### src/rtl/onehot_arb2.sv
// onehot_arb2: two-input round-robin arbiter feeding a one-entry output register.
// Latency: a transfer in cycle N shows up as out_valid/out_data/out_src in cycle N+1; drain+load has no bubble.
// Backpressure: while FULL with out_ready=0, sel=00, both readys are 0 and the output register holds.
//
// Ports:
//   clk, rst                   - clock, synchronous active-high reset
//   reqN_valid/data/ready      - producer N handshake (N = 0,1); reqN_ready = sel[N]
//   sel                        - one-hot grant {g1,g0} or 00, drives onehot_mux2.s
//   out_valid/data/src/ready   - registered result toward the consumer; out_src = winning index
//
// Build option: define ONEHOT_ARB2_FIXED_PRIO_EN for fixed priority (req0 always wins a
// contest); the priority register is then not built. Default is round-robin.
module onehot_arb2 #(
   parameter int WIDTH = 32
) (
   input  logic             clk,
   input  logic             rst,
   input  logic             req0_valid,
   input  logic [WIDTH-1:0] req0_data,
   output logic             req0_ready,
   input  logic             req1_valid,
   input  logic [WIDTH-1:0] req1_data,
   output logic             req1_ready,
   output logic [1:0]       sel,
   output logic             out_valid,
   output logic [WIDTH-1:0] out_data,
   output logic             out_src,
   input  logic             out_ready
);

   logic             load_en;
   logic             prefer1;
   logic [WIDTH-1:0] mux_data;

`ifdef ONEHOT_ARB2_FIXED_PRIO_EN
   assign prefer1 = 1'b0;
`else
   // prio=1 means req1 wins the next contest; it points away from the last winner.
   logic prio;
   assign prefer1 = prio;

   always_ff @(posedge clk) begin
      if (rst) begin
         prio <= 1'b0;
      end else if (sel != 2'b00) begin
         prio <= ~sel[1];
      end
   end
`endif

   // Reset is folded in here so no grant (and no ready) is ever raised while rst=1.
   assign load_en = (!out_valid || out_ready) && !rst;

   // The if/else-if structure guarantees sel is never 2'b11.
   always_comb begin
      sel = 2'b00;
      if (load_en) begin
         if (req0_valid && (!req1_valid || !prefer1)) begin
            sel = 2'b01;
         end else if (req1_valid) begin
            sel = 2'b10;
         end
      end
   end

   assign req0_ready = sel[0];
   assign req1_ready = sel[1];

   // Same AND-OR selection as the downstream onehot_mux2.
   assign mux_data = ({WIDTH{sel[0]}} & req0_data) | ({WIDTH{sel[1]}} & req1_data);

   always_ff @(posedge clk) begin
      if (rst) begin
         out_valid <= 1'b0;
         out_data  <= '0;
         out_src   <= 1'b0;
      end else if (sel != 2'b00) begin
         out_valid <= 1'b1;
         out_data  <= mux_data;
         out_src   <= sel[1];
      end else if (out_ready) begin
         // Drain without a replacement: data and source hold, only valid drops.
         out_valid <= 1'b0;
      end
   end

endmodule

### config.mk
export PLATFORM = sky130hd
export DESIGN_NAME = onehot_arb2
export DESIGN_NICKNAME = d
export VERILOG_FILES = /design/src/rtl/onehot_arb2.sv
export SDC_FILE = /design/constraint.sdc
export NUM_CORES = 1
export LEC_CHECK = 0
export ABC_AREA = 0
export CAP_MARGIN = 5
export CORE_MARGIN = 5
export CORE_UTILIZATION = 35
export CTS_BUF_LIST = sky130_fd_sc_hd__clkbuf_4 sky130_fd_sc_hd__clkbuf_8
export DETAILED_ROUTE_END_ITERATION = 6
export GPL_TIMING_DRIVEN = 0
export PLACE_DENSITY = 0.82
export SLEW_MARGIN = 30
export SYNTH_ARGS = -nofsm -noshare
export SYNTH_HDL_FRONTEND = slang
export SYNTH_SLANG_ARGS = --single-unit
export TNS_END_PERCENT = 1
### constraint.sdc
create_clock -name clk -period 2.1 [get_ports clk]
set_input_delay 0.63 -clock clk [delete_from_list [all_inputs] [get_ports clk]]
set_output_delay 0.63 -clock clk [all_outputs]
set_load 0.01 [all_outputs]
==> results.cfg <==
[timing]
clock-skew-final_ps = 3.75
hold_ws_ps = 490
fmax_ghz = 0.491
slew_viol_final = 0
grt_setup_unrepaired = no
setup_viol = 0
timing.final.crit_share = 0.970
finalSetupTns_ps = 0
relSlewSlack = 0.687
min_period_ps = 2040
tightestPinTransition_ps = 469
final-hold-violation-count = 0
postLayoutSetupSlackWorst_ps = 63.2

[synth]
ys_seq_area_frac = 0.402
synth.top_cell.area_share = 0.402
async_flop_share = 0
synth_area_leaders = dfxtp_1 40%, inv_1 14%, nand4_1 11%, o221ai_1 11%, o221ai_2 8.6%
syn_avg_cell_area_um2 = 8.71
synth_edf_count = 0
synth_ff_type = dfxtp_1
ys_types = 20
synth_most_common_cell = inv_1
synth_common_cells = 67 x inv_1, 35 x dfxtp_1, 32 x nand4_1
synth_top_cell_by_area = dfxtp_1
synth_nets = 269
yosys_warnings = 0
ys_ff_latch = 35
synth_area_um2 = 1740
netlist_instances = 200

[setup_path]
crit_slowest_cell = and3_4
cp_common_cell = buf_2
path_cells = buf_2, nand2b_4, buf_6, and3_4, buf_4, buf_2
critPathRequiredTime_ps = 1470
cp.arrival_ps = 1410
rr_endpoint = out_data[27]
critPathKind = in -> out
worstSetupEndpointType = primary output
crit_family = buffers and inverters
crit_path_max_incr_delay_ps = 160
rr_worst_depth = 6
reg2reg_slack_ps = 760
r2r_start = out_valid
cp_max_fo = 4
cp_num_buf_inv = 4
cp-start-kind = input pin

[power]
total_power_mw = 1.70
p_leak_nw = 1.25
ir_drop_mv = 0.327
powerDensity_nw_per_um2 = 566

[die]
die_area_um2 = 6490
fp.dieW_um = 80.5
initial_core_util = 0.364
rows = 25
ioPinCount = 107
core-area_um2 = 4790
die_h_um = 80.5

[route]
drcViolationCount = 0
routedWlPerCell_um = 13.9
vias_per_cell = 4.77
wirelength_um = 5330
num_vias = 1821
detail_route.first_pass.iterations = 4
ant_nets = 0
detail_route.iter0.violations = 60

[worst_hold_path]
min_path_type = reg -> reg
min_from = out_data[10]
hold_end = out_data[10]
whs_path_depth = 2

[layout]
multiInputGateArea_um2 = 691
nets = 385
fin_cells = 382
stdcell_area_um2 = 3000
insertedDiodeCount = 0
syn2layout_area_growth_pct = 72.1
utilization = 0.626
drive_gt1_frac = 0.159
nFillCells = 439
seq_area_um2 = 701

[clock_network]
cts-hold-fix-buffers = 0
clkSlewWorstSetupHoldPaths_ps = 60
cts_tree = built
root_buffer = clkbuf_8
ctsHtreeMaxLevel = 2
cts.path.max_buffers = 2
cts-buffers-inserted = 5
cts.sinks = 35
clkLatencyLatePin_ps = 280

[global_route]
grt_max_degree = 11
grt-ovfl-total = 0
antenna_found_initial = 0
grt_pass1_vias = 1813
track_usage = 0.168
grt_pass1_wl_um = 8430

[place]
dp_cells = 372
io_buffers = 105
pre_cts_ws_ps = -967
placed_cell_area_um2 = 2880
gp_congestion = 0.749
dp_hpwl_um = 4050

[run_status]
outcome = complete, no violations

[flow_run]
max-cap-violations = 0
-- repair_timing --
| action | CTS | global route |
|---|---|---|
| endpoints found under the setup margin | 4 | 3 |
| gates resized for setup | 33 | 9 |
| setup buffers | 5 | 0 |
-- flip-flops by register name, indices dropped and copies added, names as in the netlist --
| signal | count |
|---|---|
| out_data | 32 |
| out_src | 1 |
| prefer1 | 1 |
| out_valid | 1 |
-- worst max path at each step --
stage	from	endpoint	slack, ps	depth (start not counted)
after floorplan	req0_valid	sel[1]	3	6
after global placement	out_ready	sel[1]	-950	8
after detailed placement	out_ready	sel[1]	-970	8
after CTS	req1_valid	sel[0]	-30	5
after global routing	out_ready	sel[0]	40	6
final	out_ready	sel[0]	60	6
-- power by group --
part | switching, mW | total, mW | internal, mW
Combinational | 0.198 | 0.493 | 0.295
Clock | 0.218 | 0.452 | 0.234
Sequential | 0.0297 | 0.754 | 0.724
-- layer usage --
layer	up-vias	global-route usage	wire length, um
li1	925	-	-
met1	826	0.199	2180
met2	68	0.290	2640
met3	2	0.0650	475
met4	0	0.0304	25
met5	-	0	0
-- cell families after synthesis --
kind of cell	after synthesis	share of synthesized area
AND/OR/NAND/NOR	40	0.154
buffers and inverters	86	0.217
flip-flops	35	0.402
AO/OA/AOI/OAI	39	0.227
-- cell type report --
| cell class | count | share of cell area |
|---|---|---|
| Buffer | 18 | 0.0430 |
| Clock buffer | 6 | 0.0255 |
| Inverter | 67 | 0.0839 |
| Multi-Input combinational cell | 79 | 0.230 |
| Sequential cell | 35 | 0.234 |
| Tap cell | 67 | 0.0280 |
| Timing Repair Buffer | 110 | 0.356 |
-- placed cells by master (no fill, tap or decap), types with 2 or more instances in the layout --
master            n
clkbuf_4          2
nand2b_4          2
clkbuf_1          4
clkbuf_8          5
inv_1            66
o21ai_0           2
dfxtp_1          35
o221ai_2         10
buf_2             9
clkdlybuf4s50_1  98
nand4_1          32
o221ai_1         22
buf_4             9
a21oi_1           3
buf_6             6
-- worst reg2reg max path, stage by stage (launching register included) --
cell and delay, ps:
dfxtp_1 380, nand2b_4 60, buf_6 120, buf_4 130, clkbuf_1 220, nand4_1 170
o221ai_1 120
(Power assumes the default switching activity.)
